[config.mk]
export PLATFORM = sky130hd
export DESIGN_NAME = pc_fetch_unit
export DESIGN_NICKNAME = d
export VERILOG_FILES = /design/src/rtl/pc_fetch_unit.sv
export SDC_FILE = /design/constraint.sdc
export NUM_CORES = 1
export LEC_CHECK = 0
export BUFFER_PORTS_ARGS = -buffer_cell sky130_fd_sc_hd__clkbuf_2
export CAP_MARGIN = 20
export CORE_AREA = 4 4 144 104
export CTS_CLUSTER_SIZE = 24
export DETAILED_ROUTE_END_ITERATION = 10
export DIE_AREA = 0 0 148 108
export PLACE_DENSITY = 0.74
export SLEW_MARGIN = 10
export SYNTH_ARGS = -nofsm -noshare
export SYNTH_HDL_FRONTEND = slang
export SYNTH_SLANG_ARGS = --single-unit
[constraint.sdc]
create_clock -name clk -period 4.45 [get_ports clk]
set_input_delay 0.2225 -clock clk [delete_from_list [all_inputs] [get_ports clk]]
set_output_delay 0.2225 -clock clk [all_outputs]
set_load 0.02 [all_outputs]
[src/rtl/pc_fetch_unit.sv]
// pc_fetch_unit
// Instruction-fetch front end: owns the PC, fetches one instruction at a time
// from instruction memory over a req/ack handshake, presents it to decode with
// its PC and PC+4, and computes the next PC from branch/jump/jr controls.
// A memory timeout or a misaligned jr target parks the unit in a sticky error
// state until reset.
//
// State table:
//   state   | meaning
//   IDLE    | leaving reset, no request outstanding
//   REQ     | imem_req high at imem_addr=pc, waiting for imem_ack
//   VALID   | instr/pc/pc_plus4 presented to decode, waiting for stall=0
//   ERR     | sticky fetch error (timeout or misaligned jr), holds until reset
//
// Ports:
//   clk, rst_n            clock (rising edge), async active-low reset
//   stall                 decode not ready, hold current instruction
//   branch, jump, jr      next-PC controls, priority jr > jump > branch
//   imm, jaddr, jr_target branch offset (words), jump field, register target
//   imem_req, imem_addr   fetch request and address
//   imem_ack, imem_rdata  memory response
//   instr, instr_valid    fetched instruction and its valid flag
//   pc, pc_plus4          address of instr and its sequential successor
//   fetch_err             sticky error flag

module pc_fetch_unit #(
    parameter logic [31:0] RESET_PC = 32'h0000_0000,
    parameter int          TIMEOUT  = 16
) (
    input  logic        clk,
    input  logic        rst_n,
    input  logic        stall,
    input  logic        branch,
    input  logic        jump,
    input  logic        jr,
    input  logic [15:0] imm,
    input  logic [25:0] jaddr,
    input  logic [31:0] jr_target,
    output logic        imem_req,
    output logic [31:0] imem_addr,
    input  logic        imem_ack,
    input  logic [31:0] imem_rdata,
    output logic [31:0] instr,
    output logic        instr_valid,
    output logic [31:0] pc,
    output logic [31:0] pc_plus4,
    output logic        fetch_err
);

    localparam int             CW       = $clog2(TIMEOUT + 1);
    localparam logic [CW-1:0]  CNT_LAST = CW'(TIMEOUT - 1);

    typedef enum logic [1:0] {
        S_IDLE  = 2'd0,
        S_REQ   = 2'd1,
        S_VALID = 2'd2,
        S_ERR   = 2'd3
    } state_t;

    state_t        state, state_nxt;
    logic [31:0]   pc_nxt;
    logic [31:0]   instr_nxt;
    logic [CW-1:0] wait_cnt, wait_cnt_nxt;
    logic [31:0]   jump_target;
    logic [31:0]   branch_target;
    logic          jr_misaligned;

    assign pc_plus4      = pc + 32'd4;
    assign jump_target   = {pc_plus4[31:28], jaddr, 2'b00};
    assign branch_target = pc_plus4 + {{14{imm[15]}}, imm, 2'b00};
    assign jr_misaligned = |jr_target[1:0];

    assign imem_req    = (state == S_REQ);
    assign imem_addr   = pc;
    assign instr_valid = (state == S_VALID);
    assign fetch_err   = (state == S_ERR);

    always_ff @(posedge clk or negedge rst_n) begin
        if (!rst_n) begin
            state    <= S_IDLE;
            pc       <= RESET_PC;
            instr    <= 32'd0;
            wait_cnt <= '0;
        end else begin
            state    <= state_nxt;
            pc       <= pc_nxt;
            instr    <= instr_nxt;
            wait_cnt <= wait_cnt_nxt;
        end
    end

    always_comb begin
        state_nxt    = state;
        pc_nxt       = pc;
        instr_nxt    = instr;
        wait_cnt_nxt = wait_cnt;
        case (state)
            S_IDLE: begin
                state_nxt = S_REQ;
            end
            S_REQ: begin
                if (imem_ack) begin
                    instr_nxt    = imem_rdata;
                    wait_cnt_nxt = '0;
                    state_nxt    = S_VALID;
                end else if (wait_cnt == CNT_LAST) begin
                    // this edge closes the TIMEOUT-th un-acked cycle
                    state_nxt = S_ERR;
                end else begin
                    wait_cnt_nxt = wait_cnt + 1'b1;
                end
            end
            S_VALID: begin
                if (!stall) begin
                    if (jr && jr_misaligned) begin
                        // pc keeps the jr-source address for diagnosis
                        state_nxt = S_ERR;
                    end else begin
                        state_nxt = S_REQ;
                        if (jr)
                            pc_nxt = jr_target;
                        else if (jump)
                            pc_nxt = jump_target;
                        else if (branch)
                            pc_nxt = branch_target;
                        else
                            pc_nxt = pc_plus4;
                    end
                end
            end
            default: begin
                state_nxt = S_ERR;
            end
        endcase
    end

endmodule

==> out/results.tsv <==
stage	metric	value	unit
power	p_clk_frac	0.197	
critical_path	r2r_slack	540	ps
clocking	cts_made_buffers	9	
logic_synthesis	syn_nets	840	
placement	io_buffer_count	243	
power	ir_drop	0.000249	V
power	combPwrFrac	0.537	
clocking	cts_hold_buf	0	
timing	final_max_slew_viol_count	0	
finish	syn_to_final_growth	23.6	%
global_routing	grt_first_pass_wirelength	32.1	mm
critical_path	crit_path_max_fanout	8	
power	p_leak	3.79	nW
finish	final_common_cell	clkbuf_2	
min_path	hold_path_class	in2async	
timing	tightest_slew	961	ps
global_routing	track_usage	0.256	
global_routing	grt_overflow	0	
drt	viasPerCell	5.64	
logic_synthesis	syn_inst	688	
floorplan	core	13700	um^2
clocking	cts_setup_buffers	0	
clocking	clock_path_buffers	2	
finish	antenna_cells	0	
timing	fin_skew	9.66	ps
logic_synthesis	ys_seq_elements	71	
critical_path	worstPathRequired	4690	ps
clocking	cts_tree	built	
drt	first_pass_iters	5	
floorplan	dieWidth	148	um
power	p_switching	1.77	mW
global_routing	antenna_found_initial	0	
floorplan	dieHeight	108	um
timing	period_share	0.879	
critical_path	r2r-start	imem_addr[4]$_DFFE_PN0P_	
critical_path	start_kind	flip-flop	
finish	layout.cells.most_common_list	clkbuf_2, dfrtp_1, a21oi_1	
clocking	clock-sinks	71	
drt	postRouteAntennaNets	0	
timing	final.setup.tns	0	ps
finish	fin_nets	1035	
global_routing	grt_pass1_vias	5653	
critical_path	worstPathArrival	4150	ps
logic_synthesis	ys_types	66	
clocking	insertion_delay	340	ps
logic_synthesis	synth_top_flop_cell	dfrtp_1	
drt	drc_errors	0	
logic_synthesis	async_flop_share	1.00	
timing	rsz0062_at_grt	no	
drt	wire_per_inst	19.5	um
drt	wl	21.1	mm
timing	setup_viol	0	
timing	min_period	3910	ps
placement	place_hpwl	16.3	mm
critical_path	r2r_cells	14	
floorplan	row_count	36	
clocking	cts-htree-levels	3	
global_routing	grt_max_degree	72	
power	p_per_area	496	nW/um^2
finish	layout-drive-gt1-share	0.360	
critical_path	path_class	reg2reg	
clocking	cts_resized	0	
logic_synthesis	synthesis.area	6020	um^2
power	swShare	0.479	
clocking	clk_pin_slew	70	ps
logic_synthesis	yosysSeqAreaShare	0.295	
floorplan	initial_core_util	0.439	
critical_path	r2r_end	imem_addr[26]$_DFFE_PN0P_	
flow_run	maxCapViolCount	0	
drt	vias	6081	
logic_synthesis	syn_avg_cell_area	8.75	um^2
timing	hold_viol	0	
power	pwr-share-seq	0.266	
logic_synthesis	ys_warn_count	0	
finish	stdcell_area	7440	um^2
power	p_int	1.92	mW
placement	gp_congestion	1.03	
run_status	status	complete, no violations	
floorplan	fp.dieArea	16000	um^2
timing	fmax	0.256	GHz
timing	slew_headroom	0.359	
critical_path	end_kind	flip-flop	
finish	fill_cells	1319	
placement	post_dp_cell_area	7140	um^2
drt	initialDrtViolationCount	531	
clocking	cts.root.buffer_cell	clkbuf_16	
floorplan	ioPinCount	244	
logic_synthesis	synth_edf_count	0	
-- how the worst max path moves through the flow --
stage / slack, ps / start / cells past startpoint / end
floorplan: 610 / imem_addr[12]$_DFFE_PN0P_ / 14 / imem_addr[31]$_DFFE_PN0P_
global placement: 670 / imem_addr[4]$_DFFE_PN0P_ / 14 / imem_addr[31]$_DFFE_PN0P_
CTS: 520 / imem_addr[4]$_DFFE_PN0P_ / 14 / imem_addr[31]$_DFFE_PN0P_
detailed placement: 540 / imem_addr[4]$_DFFE_PN0P_ / 14 / imem_addr[31]$_DFFE_PN0P_
finish: 540 / imem_addr[4]$_DFFE_PN0P_ / 14 / imem_addr[26]$_DFFE_PN0P_
global route: 160 / imem_addr[4]$_DFFE_PN0P_ / 14 / imem_addr[31]$_DFFE_PN0P_
-- registers in the layout (all words and copies together) (netlist names) --
register,count
imem_addr,32
instr,32
state,2
wait_cnt,5
-- kinds of logic after synthesis --
logic type | after synthesis | synth area share
simple gates | 208 | 0.180
compound gates | 200 | 0.223
buf+inv | 81 | 0.0746
flops | 71 | 0.295
xor+xnor | 49 | 0.0713
mux | 40 | 0.0732
fa+ha+maj | 39 | 0.0823
-- area by class of cell --
cell class | instances | area, um^2 | share of cell area
multi-input combinational | 536 | 3800 | 0.511
clock buffer | 9 | 225 | 0.0303
tap | 190 | 238 | 0.0320
clock inverter | 7 | 63.8 | 0.00858
timing repair buffer | 251 | 1280 | 0.172
inverter | 14 | 52.6 | 0.00707
sequential | 71 | 1780 | 0.239
-- stage by stage --
| stage | hold WS (ps) | instances | setup WS, ps | power (mW) | utilization |
|---|---|---|---|---|---|
| after global routing | 98.7 | 1078 | 162 | 3.91 | 0.543 |
| after global placement | 430 | 1062 | 666 | 2.93 | 0.522 |
| after floorplan | -73.1 | 688 | 612 | 2.39 | - |
| final | 23.7 | 1078 | 539 | 3.69 | 0.543 |
| after detailed placement | 433 | 1062 | 539 | 2.95 | 0.522 |
| after CTS | 69.8 | 1078 | 519 | 3.69 | 0.543 |
-- worst max-delay path: stages (launching register included) --
cell      delay, ps
dfrtp_1         470
and4_1          400
nand3_1         190
nor2_1          210
and3_1          190
xor2_1          420
ha_1            350
a21oi_1         170
o21ai_0         150
a221oi_1        290
o31ai_1         170
a31oi_1         370
xnor2_1         180
nor2_1           60
o31ai_1         200
-- power by group through the flow --
stage / Sequential (mW) / Clock (mW) / Combinational, mW
2_1_floorplan: 1.12 / 0 / 1.27
3_3_place_gp: 0.977 / 0 / 1.95
3_5_place_dp: 0.984 / 0 / 1.96
4_1_cts: 0.976 / 0.739 / 1.97
5_1_grt: 1.00 / 0.764 / 2.14
6_report: 0.982 / 0.727 / 1.98
-- synthesized netlist by cell type, types with 14 or more instances --
| cell type | n | area, um^2 |
|---|---|---|
| a21o_1 | 16 | 120 |
| inv_1 | 14 | 52.6 |
| nand3_1 | 19 | 95.1 |
| xnor2_1 | 35 | 307 |
| nor2_1 | 40 | 150 |
| ha_1 | 38 | 475 |
| clkbuf_1 | 23 | 86.3 |
| a21oi_1 | 58 | 290 |
| nor3_1 | 20 | 100 |
| mux2_2 | 32 | 360 |
| and3_1 | 25 | 156 |
| nand4_1 | 14 | 87.6 |
| o21ai_0 | 42 | 210 |
| xor2_1 | 14 | 123 |
| buf_4 | 36 | 270 |
| nand2_1 | 52 | 195 |
| dfrtp_1 | 71 | 1780 |
-- layer usage --
layer / routed length, um / vias up / global-route usage
li1: - / 2891 / -
met1: 9090 / 2881 / 0.355
met2: 9480 / 284 / 0.398
met3: 2150 / 25 / 0.0746
met4: 349 / 0 / 0.0567
met5: 0 / - / 0
Note: power is estimated with default switching activity, not from simulation.
